**src/rtl/clk_gen_pkg.sv**
```systemverilog
// Shared constants and helpers for the multi-channel clock/strobe generator.
package clk_gen_pkg;

  // Channel output modes
  localparam logic MODE_TOGGLE = 1'b0;  // clk_out flips at each terminal count
  localparam logic MODE_PULSE  = 1'b1;  // clk_out mirrors the one-cycle tick

  // Default counter/divisor width
  localparam int DEFAULT_CNT_W = 32;

  // Output period in system clocks for a given divisor and mode (0 = halted)
  function automatic longint unsigned div_to_period(input longint unsigned div,
                                                    input logic mode);
    if (div == 0)
      return 0;
    else if (mode == MODE_TOGGLE)
      return 2 * div;
    else
      return div;
  endfunction

endpackage

```
**src/rtl/clk_gen_channel.sv**
```systemverilog
// One divider channel: free-running counter, registered tick/clk_out, and a
// shadow divisor/mode that is only applied at a period boundary (or whenever
// the channel is stopped), so output periods are never truncated.
module clk_gen_channel
  import clk_gen_pkg::*;
#(
  parameter int               CNT_W     = DEFAULT_CNT_W,
  parameter logic [CNT_W-1:0] DIV_INIT  = CNT_W'(1),
  parameter logic             MODE_INIT = MODE_TOGGLE
) (
  input  logic             clk,
  input  logic             rst_n,
  input  logic             en,
  input  logic             restart,
  input  logic             ld,
  input  logic [CNT_W-1:0] ld_div,
  input  logic             ld_mode,
  output logic             pending,
  output logic             clk_out,
  output logic             tick
);

  logic [CNT_W-1:0] cnt;
  logic [CNT_W-1:0] div;
  logic             mode;
  logic [CNT_W-1:0] sh_div;
  logic             sh_mode;

  logic             halted;
  logic             term;
  logic             stop;
  logic             apply;
  logic             mode_chg;
  logic [CNT_W-1:0] nxt_div;
  logic             nxt_mode;

  // Terminal-count, stop and shadow-apply decisions for this cycle
  always_comb begin
    halted   = (div == '0);
    // div==0 is excluded first, so div-1 never wraps around here
    term     = en & ~halted & (cnt == div - CNT_W'(1));
    stop     = restart | ~en | halted;
    // A value accepted this very cycle wins over the stored shadow
    nxt_div  = ld ? ld_div : sh_div;
    nxt_mode = ld ? ld_mode : sh_mode;
    apply    = (ld | pending) & (stop | term);
    mode_chg = apply & (nxt_mode != mode);
  end

  // Counter, active/shadow configuration and registered outputs
  always_ff @(posedge clk or negedge rst_n) begin
    if (!rst_n) begin
      cnt     <= '0;
      div     <= DIV_INIT;
      mode    <= MODE_INIT;
      sh_div  <= DIV_INIT;
      sh_mode <= MODE_INIT;
      pending <= 1'b0;
      clk_out <= 1'b0;
      tick    <= 1'b0;
    end else begin
      if (ld) begin
        sh_div  <= ld_div;
        sh_mode <= ld_mode;
      end

      if (apply) begin
        div     <= nxt_div;
        mode    <= nxt_mode;
        pending <= 1'b0;
      end else if (ld) begin
        pending <= 1'b1;
      end

      if (stop) begin
        // restart / disable / halt all beat a terminal count
        cnt     <= '0;
        tick    <= 1'b0;
        clk_out <= 1'b0;
      end else if (term) begin
        cnt  <= '0;
        tick <= 1'b1;
        if (mode_chg)
          clk_out <= 1'b0;
        else if (mode == MODE_PULSE)
          clk_out <= 1'b1;
        else
          clk_out <= ~clk_out;
      end else begin
        cnt  <= cnt + CNT_W'(1);
        tick <= 1'b0;
        if (mode == MODE_PULSE)
          clk_out <= 1'b0;
      end
    end
  end

endmodule

```
**src/rtl/clk_gen_multi.sv**
```systemverilog
// Multi-channel clock/strobe generator: decodes the config port onto one
// channel and slices the per-channel reset divisor/mode vectors.
module clk_gen_multi
  import clk_gen_pkg::*;
#(
  parameter int                       NUM_CH   = 3,
  parameter int                       CNT_W    = DEFAULT_CNT_W,
  parameter logic [NUM_CH*CNT_W-1:0]  DIV_RST  = {32'd1_000_000, 32'd50_000, 32'd50_000_000},
  parameter logic [NUM_CH-1:0]        MODE_RST = '0,
  localparam int                      CH_W     = (NUM_CH > 1) ? $clog2(NUM_CH) : 1
) (
  input  logic              clk,
  input  logic              rst_n,
  input  logic              cfg_valid,
  output logic              cfg_ready,
  input  logic [CH_W-1:0]   cfg_ch,
  input  logic [CNT_W-1:0]  cfg_div,
  input  logic              cfg_mode,
  input  logic [NUM_CH-1:0] ch_en,
  input  logic              restart,
  output logic [NUM_CH-1:0] clk_out,
  output logic [NUM_CH-1:0] tick
);

  // Config handshake: a word transfers on any cycle where cfg_valid and
  // cfg_ready are both high. cfg_ready depends only on cfg_ch (and that
  // channel's pending flag), never on cfg_valid. A channel with an unapplied
  // shadow value holds cfg_ready low; channel numbers beyond NUM_CH are
  // always ready and the word is dropped.
  logic [NUM_CH-1:0] hit;
  logic [NUM_CH-1:0] ld;
  logic [NUM_CH-1:0] pending;

  // Channel select decode
  always_comb begin
    hit = '0;
    for (int i = 0; i < NUM_CH; i++)
      hit[i] = (cfg_ch == CH_W'(i));
  end

  // Ready mux and per-channel load strobes
  always_comb begin
    cfg_ready = 1'b1;
    for (int i = 0; i < NUM_CH; i++)
      if (hit[i])
        cfg_ready = ~pending[i];
    ld = hit & {NUM_CH{cfg_valid & cfg_ready}};
  end

  for (genvar g = 0; g < NUM_CH; g++) begin : g_ch
    clk_gen_channel #(
      .CNT_W     (CNT_W),
      .DIV_INIT  (DIV_RST[g*CNT_W +: CNT_W]),
      .MODE_INIT (MODE_RST[g])
    ) u_ch (
      .clk     (clk),
      .rst_n   (rst_n),
      .en      (ch_en[g]),
      .restart (restart),
      .ld      (ld[g]),
      .ld_div  (cfg_div),
      .ld_mode (cfg_mode),
      .pending (pending[g]),
      .clk_out (clk_out[g]),
      .tick    (tick[g])
    );
  end

endmodule

```
**config.mk**
```make
export PLATFORM = sky130hd
export DESIGN_NAME = clk_gen_multi
export DESIGN_NICKNAME = d
export VERILOG_FILES = /design/src/rtl/clk_gen_pkg.sv /design/src/rtl/clk_gen_channel.sv /design/src/rtl/clk_gen_multi.sv
export SDC_FILE = /design/constraint.sdc
export NUM_CORES = 1
export LEC_CHECK = 0
export BUFFER_PORTS_ARGS = -buffer_cell sky130_fd_sc_hd__buf_4
export CORE_MARGIN = 2
export CORE_UTILIZATION = 35
export CTS_CLUSTER_SIZE = 24
export DETAILED_ROUTE_END_ITERATION = 10
export RECOVER_POWER = 25
export SLEW_MARGIN = 20
export SYNTH_ARGS = -nofsm -noshare
export SYNTH_HDL_FRONTEND = slang
export SYNTH_SLANG_ARGS = --single-unit
```
**constraint.sdc**
```tcl
create_clock -name clk -period 9 [get_ports clk]
set_input_delay 1.35 -clock clk [delete_from_list [all_inputs] [get_ports clk]]
set_output_delay 1.35 -clock clk [all_outputs]
set_load 0.01 [all_outputs]
```
==> results of run 1 <==
==> stage by stage <==
stage	util	instance area [sq um]	cells	setup slack [ps]
after floorplan	-	16450	1517	5350
after global placement	0.3717	17270	2105	4264
after detailed placement	0.3718	17270	2105	4183
after CTS	0.3994	18560	2166	4168
after global routing	0.4006	18610	2169	4101
final	0.4007	18610	2170	4429
==> cell families (layout without fill, tap and decap cells) <==
logic type      after synthesis  in the layout
compound gates              111            111
xor+xnor                    211            211
fa+ha+maj                     9              9
buf+inv                      98            143
flops                       303            303
mux                         207            207
other cells                   0              1
simple gates                578            578
==> worst paths after layout <==
check,startpoint,end,slack [ps],cells after the start
max,g_ch[0].u_ch.div[4],g_ch[0].u_ch.div[6],4430,10
min,g_ch[0].u_ch.sh_div[10],g_ch[0].u_ch.sh_div[10],480,1
max reg2reg,g_ch[0].u_ch.div[4],g_ch[0].u_ch.div[6],4430,10
min reg2reg,g_ch[0].u_ch.sh_div[10],g_ch[0].u_ch.sh_div[10],480,1
max in group asynchronous,rst_n,g_ch[1].u_ch.sh_div[30],5520,2
min in group asynchronous,rst_n,g_ch[1].u_ch.cnt[7],900,1
==> registers in the layout, summed over array words and instances (netlist names) <==
name	count
g_ch.u_ch.cnt	96
g_ch.u_ch.div	96
g_ch.u_ch.sh_div	96
g_ch.u_ch.clk_out	3
g_ch.u_ch.mode	3
g_ch.u_ch.pending	3
g_ch.u_ch.sh_mode	3
g_ch.u_ch.tick	3
==> where the power goes <==
part	switching, W	leakage (nW)	internal [W]
Sequential	0.000364	3.76	0.00168
Combinational	0.000551	3.14	0.000539
Clock	0.000572	0.620	0.00103
Total	0.00149	7.51	0.00324
==> cell type report <==
| cell class | instances | share of cell area |
|---|---|---|
| timing repair buffer | 57 | 0.02541 |
| inverter | 25 | 0.005041 |
| sequential | 303 | 0.4107 |
| antenna | 1 | 0.0001344 |
| clock buffer | 46 | 0.05088 |
| clock inverter | 15 | 0.01801 |
| tap | 607 | 0.04080 |
| multi-input combinational | 1116 | 0.4490 |
==> routing by layer <==
metal	vias to the layer above	share of wire	global-route usage
met5	-	0	0
met2	189	0.46	0.2688
li1	5419	-	-
met4	0	0.019	0.04311
met3	46	0.043	0.02900
met1	5691	0.48	0.2394
==> worst max-delay path, delay by kind of cell, from the launching register on <==
family | cells | cell delay [ps]
AOI/OAI and AO/OA | 2 | 780
buffers and inverters | 1 | 230
DFF | 1 | 480
muxes | 1 | 340
and+or+nand+nor | 6 | 2580
==> cell usage in the layout (no fill, tap or decap), drive strengths merged, types with 5 or more instances in the layout <==
| cell | instances |
|---|---|
| nor2 | 155 |
| xnor2 | 110 |
| dfrtp | 253 |
| nand2b | 10 |
| mux2i | 10 |
| nand3 | 51 |
| bufinv | 10 |
| a21oi | 18 |
| and2 | 30 |
| nor4 | 36 |
| nor3b | 8 |
| mux2 | 197 |
| a31oi | 8 |
| inv | 26 |
| o21a | 5 |
| nand4b | 8 |
| and4 | 15 |
| xor2 | 101 |
| clkbuf | 50 |
| nor3 | 49 |
| or3 | 16 |
| or2 | 6 |
| nor4b | 7 |
| and3 | 23 |
| nor2b | 15 |
| dfstp | 50 |
| o31ai | 6 |
| nand2 | 70 |
| a211oi | 7 |
| buf | 53 |
| nand4 | 34 |
| ha | 9 |
| o41ai | 7 |
| or4b | 7 |
| o21ai | 27 |
| or4 | 21 |
| nand3b | 5 |
==> flow_summary.yaml, run 1 <==
status:
  status: "complete, but fails checks"
  violations: "capacitance limit, slew limit"
cells_and_area:
  regArea_sq_um: 7645
  syn2layout_area_growth_pct: 13.16
  fillCellCount: 4432
  drive_above_1_share: 0.1831
  multi_input_area_sq_um: 8358
  layout.nets: 1589
place:
  dpl.hpwl_um: 29390
  gp_congestion: 0.8667
  port_buffers: 48
synthesis:
  syn_inst: 1517
  synthArstFlopShare: 1.000
  synth_top_area_cell: "dfrtp_1"
  avgSynthCellArea_sq_um: 10.84
  synth-edff-count: 0
  synth-compound-area-share: 0.04678
  synth.distinct_cells: 75
  yosysMostFrequentCell: "dfrtp_1"
  synth_area_leaders: "dfrtp_1 (38%), dfstp_2 (8.0%), mux2_2 (6.8%), xnor2_1 (5.9%), xor2_1 (5.4%)"
  synthXorXnorAreaFrac: 0.1123
  synth_seq_cells: 303
  synth_top_family_by_area: "simple AND/OR/NAND/NOR gates"
  synthAdderAreaFrac: 0.006846
  synthesis.area_sq_um: 16450
  yosys.area_share.simple: 0.1926
  synth_common_cells: "dfrtp_1 (253), nor2_1 (155), xnor2_1 (110)"
  yosys_warnings: 0
  syn-num-nets: 1568
  netlist.area_leader.share: 0.3849
  synthMuxAreaShare: 0.1478
  seq_area_frac_synth: 0.4647
  ys.flop_type: "dfrtp_1"
clocking:
  clock_sinks: 303
  hold_buffers: 0
  cts_tree: "built"
  cts_max_path_buffers: 3
  numCtsBuffers: 35
  cts-resized-gates: 0
  root_buffer: "clkbuf_16"
  cts_setup_buffers: 0
  insertion_delay_ps: 540
  h-tree-depth: 2
  path_clk_slew_ps: 60
sta:
  worst_pin_slew_ps: 2218
  finalCriticalPeriod_ps: 4571
  setup-tns-final_ps: 0
  rsz0062_at_grt: "false"
  holdWs_ps: 476.9
  slew_violations: 111
  hold_viol_final: 0
  slew_headroom: -0.4783
  period_share: 0.5078
  setup_viol: 0
  fmax_mhz: 218.8
  final.setup_skew_ps: 26.18
die:
  die_w_um: 220.8
  rows: 79
  initial_core_util: 0.3541
  core_area_sq_um: 46460
  die_area_sq_um: 48750
  die_height_um: 220.8
  ios: 49
drt:
  drt_iter0_markers: 785
  wl_per_cell_um: 18.57
  drtAntennaViolNets: 0
  routed_via_density: 5.228
  wirelength_um: 40290
  drc_errors: 0
  dr.pass1.iters: 5
  vias: 11350
grt:
  antenna_found_initial: 1
  grt_first_pass_wirelength_um: 64590
  grt_pass1_vias: 11260
  overflow: 0
  track_usage: 0.1693
  grt_max_degree: 117
critical_path:
  worstPathCellList: "nor4_2 -> nand4_1 -> nor3_1 -> nor3b_1 -> nand4_1 -> a21o_1 -> or4b_1 -> a21oi_4 -> buf_16 -> mux2_1"
  start_kind: "flop"
  end_kind: "flop"
  cp_slowest_cell: "or4b_1"
  worstPathMaxFanout: 18
  cpPeakStageDelay_ps: 670
  arrival_ps: 4970
  required_ps: 9400
  crit_top_cell: "nand4_1"
  critPathKind: "reg2reg"
power_and_ir_drop:
  power_w: 0.004732
  leakage_nw: 7.513
  ir_drop_mv: 0.1725
  power.density_nw_per_um2: 254.2
worst_hold_path:
  min_path_type: "reg2reg"
run:
  maxCapViolCount: 3
Power figures use the tool's default switching activity.
==> run 2, diff against run 1 <==
clock period = 3.8 ns   (was 9 ns; I/O delays follow)
==> run 2 against run 1 <==
The run still ends with capacitance limit, slew limit left. Final cell count rose by 3.6%. Global-route usage rose by 0.80 points. Count of clock-buffer cells in the layout rose by 1. Critical path type unchanged. Critical endpoint is now g_ch[2].u_ch.mode. Largest power group unchanged.
==> flow_summary.yaml, run 2 (same netlist as run 1, synthesis figures left out) <==
status:
  status: "complete, but fails checks"
  violations: "capacitance limit, slew limit"
sta:
  rsz0062_at_grt: "false"
  finalCriticalPeriod_ps: 3679
  slew_headroom: -0.7161
  slew_violations: 100
  setup-tns-final_ps: 0
  final.setup_skew_ps: 41.34
  hold_viol_final: 0
  period_share: 0.9681
  worst_pin_slew_ps: 2574
  fmax_mhz: 271.8
  setup_viol: 0
place:
  post-place-cells: 2178
  port_buffers: 48
  dpl.hpwl_um: 30790
  gp_congestion: 0.8875
die:
  die_w_um: 220.8
  die_area_sq_um: 48750
  initial_core_util: 0.3541
  die_height_um: 220.8
  ios: 49
  core_area_sq_um: 46460
  rows: 79
critical_path:
  arrival_ps: 4130
  cpPeakStageDelay_ps: 580
  cp_slowest_cell: "or4_4"
  worstPathCellList: "or4_4 -> nor4_4 -> and3_1 -> mux2i_1 -> or4b_1 -> nand4bb_1 -> o21a_1 -> or2_2 -> buf_12 -> mux2_1"
  critPathKind: "reg2reg"
  worstPathMaxFanout: 32
  required_ps: 4250
  end_kind: "flop"
  start_kind: "flop"
cells_and_area:
  antenna_cells: 0
  fillCellCount: 4407
  fin_util: 0.4147
  top_regs: "g_ch.u_ch.cnt x96, g_ch.u_ch.div x96, g_ch.u_ch.sh_div x96"
  regArea_sq_um: 7645
  syn2layout_area_growth_pct: 17.11
  multi_input_area_sq_um: 8423
  final_cells: 2248
  layout_common_cells: "dfrtp_1 (253), nor2_1 (155), buf_4 (121), xnor2_1 (110), xor2_1 (101)"
  layout_commonest_cell: "dfrtp_1"
  layout.nets: 1665
  drive_above_1_share: 0.2480
drt:
  drt_iter0_markers: 826
  wl_met1_um: 20270
  wl_per_cell_um: 18.73
  dr.pass1.iters: 5
  drc_errors: 0
  drtAntennaViolNets: 0
  vias: 11740
  wl_met3_um: 1440
  routed_via_density: 5.224
  wirelength_um: 42110
  met2_length_um: 19190
  top_layer: "met4"
worst_hold_path:
  min_path_type: "in2reg"
grt:
  grt_pass1_vias: 11710
  grt_max_degree: 101
  grt_first_pass_wirelength_um: 67410
  antenna_found_initial: 1
  overflow: 0
  track_usage: 0.1774
clocking:
  cts_tree: "built"
  h-tree-depth: 2
  cts_max_path_buffers: 3
  root_buffer: "clkbuf_16"
  path_clk_slew_ps: 70
  numCtsBuffers: 35
  insertion_delay_ps: 570
  clock_sinks: 303
  hold_buffers: 0
run:
  maxCapViolCount: 1
power_and_ir_drop:
  power.density_nw_per_um2: 589.3
  leakage_nw: 7.890
  ir_drop_mv: 0.3763
==> run 2: cell types whose count changed in the layout (fill, tap and decap cells not counted), sizes merged <==
cell | previous run | this run
diode | 1 | 0
bufinv | 10 | 4
clkinv | 3 | 8
inv | 26 | 28
buf | 53 | 129
clkbuf | 50 | 51
clkinvlp | 1 | 2
==> run 2: power by group <==
part / total, W / internal [W] / switching [W]
clock network: 0.00358 / 0.00215 / 0.00143
registers: 0.00462 / 0.00397 / 0.000647
logic: 0.00315 / 0.00154 / 0.00160
==> run 2: per-stage QoR <==
step                      power, W  instance area, sq um  worst slack, ps  hold WS [ps]
after detailed placement  0.007746                 17920            12.72         482.6
final                      0.01135                 19260            121.1         300.5
after CTS                  0.01139                 19140            12.35         77.06
after global placement    0.007661                 17920            133.5         478.6
after global routing       0.01199                 19260            2.499         296.3
after floorplan           0.006628                 16450            150.0         274.4
==> run 2: final cells by class <==
class,count,share of cell area
multi-input cells,1116,0.4373
clock buffers,47,0.05209
repair buffers,133,0.05826
flip-flops and latches,303,0.3969
clock inverters,17,0.01124
inverters,25,0.004871
well taps,607,0.03943
==> run 2: what timing repair did <==
| action | 4_1_cts | 5_1_grt |
|---|---|---|
| pin swaps | 0 | 7 |
| cloned | 0 | 3 |
| resized for setup | 1 | 14 |
| hold endpoints to repair | 0 | 0 |
| setup buffers | 0 | 3 |
| endpoints found under the setup margin | 8 | 98 |
==> run 2: worst max-delay path: cells and delay by family (launching register included) <==
kind	cells	cell delay, ps
mux	2	450
flops	1	420
buf+inv	1	190
simple gates	6	2220
compound gates	1	220
==> run 2: worst paths after layout <==
kind                                              start                 endpoint  slack, ps  depth (start not counted)
worst max-delay path                g_ch[2].u_ch.div[5]        g_ch[2].u_ch.mode        120                         10
worst min-delay path                        cfg_div[27]  g_ch[2].u_ch.sh_div[27]        300                          2
worst max register to register      g_ch[2].u_ch.div[5]        g_ch[2].u_ch.mode        120                         10
worst min register to register  g_ch[0].u_ch.sh_div[10]  g_ch[0].u_ch.sh_div[10]        490                          1
max in group asynchronous                         rst_n     g_ch[2].u_ch.cnt[10]        730                          2
min in group asynchronous                         rst_n      g_ch[1].u_ch.cnt[9]        790                          1
==> run 2: routing by layer <==
layer  global-route usage  vias to the layer above
met3              0.02557                       65
met4              0.05756                        0
met5                    0                        -
met1               0.2488                     5912
li1                     -                     5570
met2               0.2817                      197
